==> src/rtl/intraloop_tagpipe.sv <==
// Macroblock tag pipeline shadowing the intrapred + transformcoder datapath latency.
// Optional build macro INTRALOOP_ORDER_CHECK_EN adds the sticky macroblock sequence check on order_err.
module intraloop_tagpipe #(
  parameter int NUM_CH        = 3,
  parameter int MB_W          = 32,
  parameter int MODE_W        = 3,
  parameter int PRED_LAT      = 3,
  parameter int TC_LAT        = 8,
  parameter int MBS_PER_FRAME = 99
) (
  input  logic                     clk,
  input  logic                     reset,
  input  logic                     enable,
  input  logic                     in_valid,
  output logic                     in_ready,
  input  logic [MB_W-1:0]          in_mbnumber,
  input  logic [NUM_CH*MODE_W-1:0] in_mode,
  output logic                     tc_enable,
  output logic                     recon_valid,
  input  logic                     recon_ready,
  output logic [MB_W-1:0]          recon_mbnumber,
  output logic [NUM_CH*MODE_W-1:0] recon_mode,
  output logic                     pipeline_full,
  output logic                     frame_done,
  output logic                     order_err
);

  localparam int D     = PRED_LAT + TC_LAT;
  localparam int MW    = NUM_CH * MODE_W;
  localparam int OCC_W = $clog2(D + 1);
  localparam int MBC_W = (MBS_PER_FRAME > 1) ? $clog2(MBS_PER_FRAME) : 1;
  localparam logic [OCC_W-1:0] OCC_FULL = OCC_W'(D);
  localparam logic [MBC_W-1:0] MB_LAST  = MBC_W'(MBS_PER_FRAME - 1);

  logic [D-1:0]     vld;
  logic [MB_W-1:0]  mbn [D];
  logic [MW-1:0]    mde [D];
  logic [OCC_W-1:0] occ;
  logic [MBC_W-1:0] mb_cnt;
  logic             fd_q;
  logic             adv;
  logic             accept;
  logic             consume;

  assign adv     = enable & (recon_ready | ~vld[D-1]);
  assign accept  = adv & in_valid;
  assign consume = vld[D-1] & recon_ready & enable;

  assign in_ready       = adv;
  assign tc_enable      = vld[PRED_LAT-1];
  assign recon_valid    = vld[D-1];
  assign recon_mbnumber = mbn[D-1];
  assign recon_mode     = mde[D-1];
  assign pipeline_full  = (occ == OCC_FULL);
  // Pulse is held while frozen and shown on the first enabled cycle.
  assign frame_done     = fd_q & enable;

  always_ff @(posedge clk or negedge reset) begin
    if (!reset) begin
      vld <= '0;
      for (int unsigned i = 0; i < D; i++) begin
        mbn[i] <= '0;
        mde[i] <= '0;
      end
    end else if (adv) begin
      vld <= {vld[D-2:0], in_valid};
      mbn[0] <= in_mbnumber;
      mde[0] <= in_mode;
      for (int unsigned i = 1; i < D; i++) begin
        mbn[i] <= mbn[i-1];
        mde[i] <= mde[i-1];
      end
    end
  end

  always_ff @(posedge clk or negedge reset) begin
    if (!reset) begin
      occ <= '0;
    end else if (accept && !consume) begin
      occ <= occ + 1'b1;
    end else if (consume && !accept) begin
      occ <= occ - 1'b1;
    end
  end

  always_ff @(posedge clk or negedge reset) begin
    if (!reset) begin
      mb_cnt <= '0;
      fd_q   <= 1'b0;
    end else if (enable) begin
      fd_q <= consume && (mb_cnt == MB_LAST);
      if (consume) begin
        mb_cnt <= (mb_cnt == MB_LAST) ? '0 : mb_cnt + 1'b1;
      end
    end
  end

`ifdef INTRALOOP_ORDER_CHECK_EN
  localparam logic [MB_W-1:0] MBN_LAST = MB_W'(MBS_PER_FRAME - 1);

  logic            have_prev;
  logic [MB_W-1:0] prev_mb;
  logic [MB_W-1:0] next_mb;
  logic            err_q;

  // Out-of-range predecessors also wrap to 0.
  assign next_mb = (prev_mb >= MBN_LAST) ? '0 : prev_mb + 1'b1;

  always_ff @(posedge clk or negedge reset) begin
    if (!reset) begin
      have_prev <= 1'b0;
      prev_mb   <= '0;
      err_q     <= 1'b0;
    end else if (accept) begin
      have_prev <= 1'b1;
      prev_mb   <= in_mbnumber;
      if (have_prev && (in_mbnumber != next_mb)) begin
        err_q <= 1'b1;
      end
    end
  end

  assign order_err = err_q;
`else
  assign order_err = 1'b0;
`endif

endmodule

==> config.mk <==
export PLATFORM = sky130hd
export DESIGN_NAME = intraloop_tagpipe
export DESIGN_NICKNAME = d
export VERILOG_FILES = /design/src/rtl/intraloop_tagpipe.sv
export SDC_FILE = /design/constraint.sdc
export NUM_CORES = 1
export LEC_CHECK = 0
export BUFFER_PORTS_ARGS = -buffer_cell sky130_fd_sc_hd__buf_4
export CORE_MARGIN = 2
export CORE_UTILIZATION = 41
export CTS_CLUSTER_DIAMETER = 100
export DETAILED_ROUTE_END_ITERATION = 16
export GPL_ROUTABILITY_DRIVEN = 0
export SLEW_MARGIN = 20
export SYNTH_ARGS = -nofsm -noshare
export SYNTH_HDL_FRONTEND = slang
export SYNTH_SLANG_ARGS = --single-unit
==> constraint.sdc <==
create_clock -name clk -period 7.1 [get_ports clk]
set_input_delay 0.355 -clock clk [delete_from_list [all_inputs] [get_ports clk]]
set_output_delay 0.355 -clock clk [all_outputs]
set_load 0.005 [all_outputs]
==> results.json, run 1 <==
{
  "grt_pass1_wl_microns": 45000,
  "syn-num-nets": 1147,
  "grt.total_usage": 0.1162,
  "met3_usage": 0.03305,
  "power_per_cell_area_nw_per_um2": 443.3,
  "fin_crit_sh": 0.4252,
  "synth_seq_cells": 474,
  "critPathArrivalTime_ns": 3.46,
  "worstSetupEndpointType": "flip-flop",
  "grt_max_degree": 202,
  "crit_type": "reg2reg",
  "hold_viol_final": 0,
  "synth_area_per_cell_sq_um": 16.59,
  "syn2layout_area_growth_pct": 14.43,
  "setup_viol_count_final": 0,
  "tns_ns": 0,
  "n_antenna_cell": 0,
  "slew_headroom": 0.2505,
  "hold_buffers": 16,
  "grt_overflow": 0,
  "skew_ns": 0.01291,
  "drt_wl_total_microns": 25590,
  "utilization": 0.4733,
  "cts-root-buf": "clkbuf_16",
  "min_period_ns": 3.019,
  "io_pins": 93,
  "ys_seq_area_frac": 0.6528,
  "hpwl_microns": 15060,
  "met2_usage": 0.1526,
  "grt_pass1_vias": 8552,
  "cts_resized": 0,
  "die_x_microns": 214.5,
  "power.leakage_nw": 8.982,
  "fillers": 3845,
  "cts-buffers-inserted": 48,
  "wl_per_cell_microns": 14.28,
  "clk_latency_ns": 0.56,
  "async_flop_share": 1.000,
  "muxShareOfSynthArea": 0.2869,
  "synthAdderAreaFrac": 0.004545,
  "cts_sinks": 474,
  "die_area_sq_um": 46020,
  "die_h_microns": 214.5,
  "grt_setup_unrepaired": "false",
  "ys_warn_count": 0,
  "clockBufferDepth": 3,
  "yosys_most_used_dff": "dfrtp_1",
  "clk_pin_slew_ns": 0.06,
  "drc": 0,
  "drt_iter0_drc": 472,
  "synth_cells": 1095,
  "max_freq_ghz": 0.3312,
  "synth_compound_area_frac": 0.007644,
  "synth_cell_type_count": 33,
  "peakVddDrop_mv": 0.1705,
  "nets": 1219,
  "cts_setup_buffers": 0,
  "crit_required_ns": 7.54,
  "multi_input_area_sq_um": 5623,
  "netlist_area_sq_um": 18170,
  "rows": 77,
  "synth-edff-count": 0,
  "met1_usage": 0.1823,
  "cp-start-kind": "flip-flop",
  "vias": 8375,
  "layout-drive-gt1-share": 0.5275,
  "synth-xor-area-share": 0.001446,
  "port-buffer-count": 91,
  "report.final.slew_viol_count": 0,
  "cp_max_fo": 201,
  "start_util": 0.4136,
  "top_usage_layer": "met1",
  "cts_tree": "done",
  "timing.max_cap.violations": 0,
  "register_area_sq_um": 11860,
  "firstDrtPassIters": 4,
  "vias_per_cell": 4.674,
  "antenna_found_initial": 1,
  "worst_pin_slew_ns": 1.124,
  "status": "complete, no violations",
  "synth_top_family_by_area": "multiplexers",
  "antenna_left": 0,
  "hold_path_class": "in2reg",
  "coreArea_sq_um": 43930,
  "htreeDepth": 2,
  "synth-simple-area-share": 0.008332
}
==> kinds of logic (layout without fill, tap and decap cells) <==
group           after synthesis  count (layout)
buf+inv                     100             205
flops                       474             474
simple gates                 27              27
mux                         463             463
fa+ha+maj                     6               6
compound gates               21              21
other cells                   1               1
xor+xnor                      3               3
==> worst paths after layout <==
path	startpoint	end	slack, ns	depth (start not counted)
max in group asynchronous	reset	vld[2]	5.07	3
max	vld[10]	mde[78]	4.08	5
min reg2reg	mbn[336]	mbn[336]	0.49	1
max reg2reg	vld[10]	mde[78]	4.08	5
min	in_mbnumber[14]	mbn[334]	0.03	2
min in group asynchronous	reset	mb_cnt[5]	0.44	2
==> Yosys cell counts (2+ instances only) <==
master,instances,area share
buf_2,11,0.0030
xnor2_1,3,0.0014
ha_1,5,0.0034
buf_4,81,0.033
nand2_1,8,0.0017
o211ai_1,3,0.0012
nor3_1,2,0.00055
dfrtp_1,474,0.65
inv_2,2,0.00041
o21ai_0,6,0.0017
and2_1,2,0.00069
mux2_2,461,0.29
nand3_1,4,0.0011
inv_1,5,0.0010
o31ai_1,4,0.0017
or3_1,2,0.00069
a21oi_1,4,0.0011
or4_1,3,0.0012
==> final cells by class <==
class | count | area share
timing repair buffer | 115 | 0.04658
clock inverter | 11 | 0.007703
tap | 592 | 0.03562
inverter | 7 | 0.001264
sequential | 474 | 0.5705
multi-input combinational | 521 | 0.2704
clock buffer | 72 | 0.06794
==> state kept, by name, indices dropped and copies added, names as in the netlist <==
register	flops
fd_q	1
mbn	320
recon_mode	9
mb_cnt	7
occ	4
vld	11
recon_mbnumber	32
mde	90
==> worst max-delay path, cell delays in order, from the launching register on <==
cell,delay (ns)
dfrtp_1,0.40
inv_1,0.09
o21ai_4,0.18
buf_12,0.70
buf_4,0.84
mux2_2,0.41
==> per-stage QoR <==
step	hold WS, ns	total power, mW	cell area, sq um	setup slack (ns)	std cells
finish	0.03268	9.217	20790	4.081	1792
global route	0.003458	9.854	20790	3.890	1792
CTS	0.0002375	9.375	20760	4.116	1791
detailed placement	0.4670	6.818	19030	4.086	1692
global placement	0.4566	6.691	19030	4.131	1692
floorplan	0.05941	6.297	18170	4.601	1095
==> per-layer routing <==
metal	share of wire	wire, microns
met5	0.00047	12
met4	0.024	613
met3	0.047	1200
met2	0.39	9876
met1	0.54	13890
==> power breakdown <==
part	switching (mW)	leakage, nW	internal (mW)
Clock	0.983	0.767	1.51
Sequential	0.670	5.59	4.02
Combinational	0.638	2.62	1.39
Total	2.29	8.98	6.92
==> cell usage in the layout (no fill, tap or decap), types with 2 or more instances in the layout <==
cell type | synthesis | routed
dfrtp_1 | 474 | 474
mux2_2 | 461 | 461
buf_4 | 81 | 94
clkbuf_16 | 0 | 49
dlygate4sd3_1 | 0 | 16
clkbuf_1 | 1 | 13
clkbuf_8 | 0 | 10
nand2_1 | 8 | 8
o21ai_0 | 6 | 6
inv_1 | 5 | 5
ha_1 | 5 | 5
clkinv_2 | 0 | 5
nand3_1 | 4 | 4
o31ai_1 | 4 | 4
a21oi_1 | 4 | 4
bufinv_16 | 0 | 4
xnor2_1 | 3 | 3
or4_1 | 3 | 3
o211ai_1 | 3 | 3
buf_12 | 0 | 3
inv_2 | 2 | 2
and2_1 | 2 | 2
nor3_1 | 2 | 2
or3_1 | 2 | 2
clkinvlp_4 | 0 | 2
Note: power is estimated with default switching activity, not from simulation.
==> run 2: changes to the inputs <==
- ABC_AREA: not set -> 1
- clock period: 7.1 -> 2.8 ns (I/O delays scaled with it)
==> results.json, run 2 <==
{
  "status": "complete, no violations",
  "cp-start-kind": "flip-flop",
  "ys_warn_count": 0,
  "drt_wl_total_microns": 32830,
  "hold_viol_final": 0,
  "final_cells": 2567,
  "grt_pass1_wl_microns": 57500,
  "wl_per_cell_microns": 12.79,
  "yosys.cell_count.top_type": "nand2_1",
  "clockBufferDepth": 3,
  "yosys_most_used_dff": "dfrtp_1",
  "grt_max_degree": 286,
  "port-buffer-count": 91,
  "vias": 11520,
  "power_per_cell_area_nw_per_um2": 1054,
  "timing.max_cap.violations": 0,
  "peakVddDrop_mv": 0.5113,
  "power.leakage_nw": 10.11,
  "setup_viol_count_final": 0,
  "worst_pin_slew_ns": 1.177,
  "utilization": 0.4780,
  "clk_pin_slew_ns": 0.06,
  "fin_crit_sh": 0.8968,
  "reg2regPathDepth": 14,
  "layout-drive-gt1-share": 0.09418,
  "synth.largest_area_cell": "dfrtp_1",
  "drc": 0,
  "syn2layout_area_growth_pct": 15.56,
  "grt_overflow": 0,
  "final_common_cell": "nand2_1",
  "top_register": "mbn",
  "drt_iter0_drc": 943,
  "nets": 1990,
  "cts-buffers-inserted": 50,
  "antenna_left": 0,
  "critPathArrivalTime_ns": 2.37,
  "synth-edff-count": 0,
  "coreArea_sq_um": 43930,
  "ys_top_cells_by_count": "nand2_1 (585), dfrtp_1 (474), o21ai_0 (239), inv_1 (223), o21ai_1 (179)",
  "rows": 77,
  "synth_area_per_cell_sq_um": 9.665,
  "min_period_ns": 2.511,
  "synth_cell_type_count": 23,
  "cts_sinks": 474,
  "synth_cells": 1880,
  "slew_headroom": 0.2153,
  "dp.cells": 2432,
  "die_area_sq_um": 46020,
  "met3WireLength_microns": 1084,
  "route.met2.wl_microns": 13710,
  "hold_path_class": "in2async",
  "report.final.slew_viol_count": 0,
  "die_x_microns": 214.5,
  "vias_per_cell": 4.487,
  "ys_seq_area_frac": 0.6528,
  "grt_pass1_vias": 11300,
  "synth_top_area_frac": 0.6528,
  "cts_tree": "done",
  "antenna_found_initial": 0,
  "synth_area_leaders": "dfrtp_1 (65%), nand2_1 (12%), o21ai_0 (6.6%)",
  "cp_max_fo": 265,
  "io_pins": 93,
  "grt.total_usage": 0.1473,
  "clk_latency_ns": 0.58,
  "skew_ns": 0.01769,
  "netlist_area_sq_um": 18170,
  "cts-root-buf": "clkbuf_16",
  "crit_type": "reg2out",
  "hold_buffers": 45,
  "grt_setup_unrepaired": "false",
  "cts_resized": 0,
  "synth_seq_cells": 474,
  "n_antenna_cell": 0,
  "worstSetupEndpointType": "primary output",
  "async_flop_share": 1.000,
  "die_h_microns": 214.5,
  "hpwl_microns": 19130,
  "crit_required_ns": 2.66,
  "syn-num-nets": 1932,
  "cts_setup_buffers": 0,
  "maxUsedRoutingLayer": "met4",
  "firstDrtPassIters": 5,
  "max_freq_ghz": 0.3983,
  "final_cell_mix": "nand2_1 (585), dfrtp_1 (474), o21ai_0 (239)",
  "wl_met1_microns": 17200,
  "tns_ns": 0,
  "htreeDepth": 2,
  "largest_reg_flops": 320,
  "start_util": 0.4136
}
## run 2: cell families after synthesis
| kind of cell | count (synthesis) | share of synthesized area |
|---|---|---|
| AO/OA/AOI/OAI | 420 | 0.1159 |
| adder cells (fa/ha/maj) | 6 | 0.004545 |
| buffers and inverters | 369 | 0.09833 |
| AND/OR/NAND/NOR | 605 | 0.1258 |
| other | 1 | 0.0002064 |
| XOR/XNOR | 5 | 0.002410 |
| flip-flops | 474 | 0.6528 |
## run 2: power breakdown
group | switching, mW | internal, mW
clock network | 2.65 | 3.87
registers | 1.24 | 9.70
logic | 2.79 | 1.88
total | 6.68 | 15.4
## run 2: worst max-delay path, cell delays in order (launching register included)
cell and delay (ns):
dfrtp_1 0.41, inv_2 0.09, o21ai_4 0.11, inv_8 0.15
buf_12 0.52, buf_4 0.25
## run 2: final timing paths
path / slack (ns) / from / endpoint
min in group clk: 0.29 / in_mbnumber[25] / mbn[345]
worst max register to register: 0.46 / vld[10] / occ[3]
worst max-delay path: 0.29 / vld[10] / in_ready
max in group asynchronous: 1.71 / reset / mde[47]
worst min register to register: 0.47 / mbn[39] / recon_mbnumber[7]
worst min-delay path: 0.16 / reset / occ[0]
## run 2: layout make-up
cell class	instances	area, sq um
well taps	592	740.7
clock buffers	72	1445
flip-flops and latches	474	11860
fillers	4139	22930
inverters	225	852.1
clock inverters	17	190.2
multi-input cells	1037	4529
repair buffers	150	1379
## run 2: metrics by stage
stage / worst slack [ns] / total power, mW / hold slack, ns / area, sq um
floorplan: 0.7461 / 14.39 / -0.1556 / 18170
global placement: 0.5970 / 15.52 / 0.2170 / 18880
detailed placement: 0.4874 / 15.73 / 0.2258 / 18880
CTS: 0.2477 / 22.44 / 0.1917 / 20970
global route: 0.1114 / 23.78 / 0.2546 / 21000
finish: 0.2891 / 22.12 / 0.1578 / 21000
## run 2: routing by layer
layer	up-vias	global-route usage
met5	-	0
met4	0	0.05231
met3	59	0.02369
met2	159	0.2077
met1	5377	0.2290
li1	5924	-
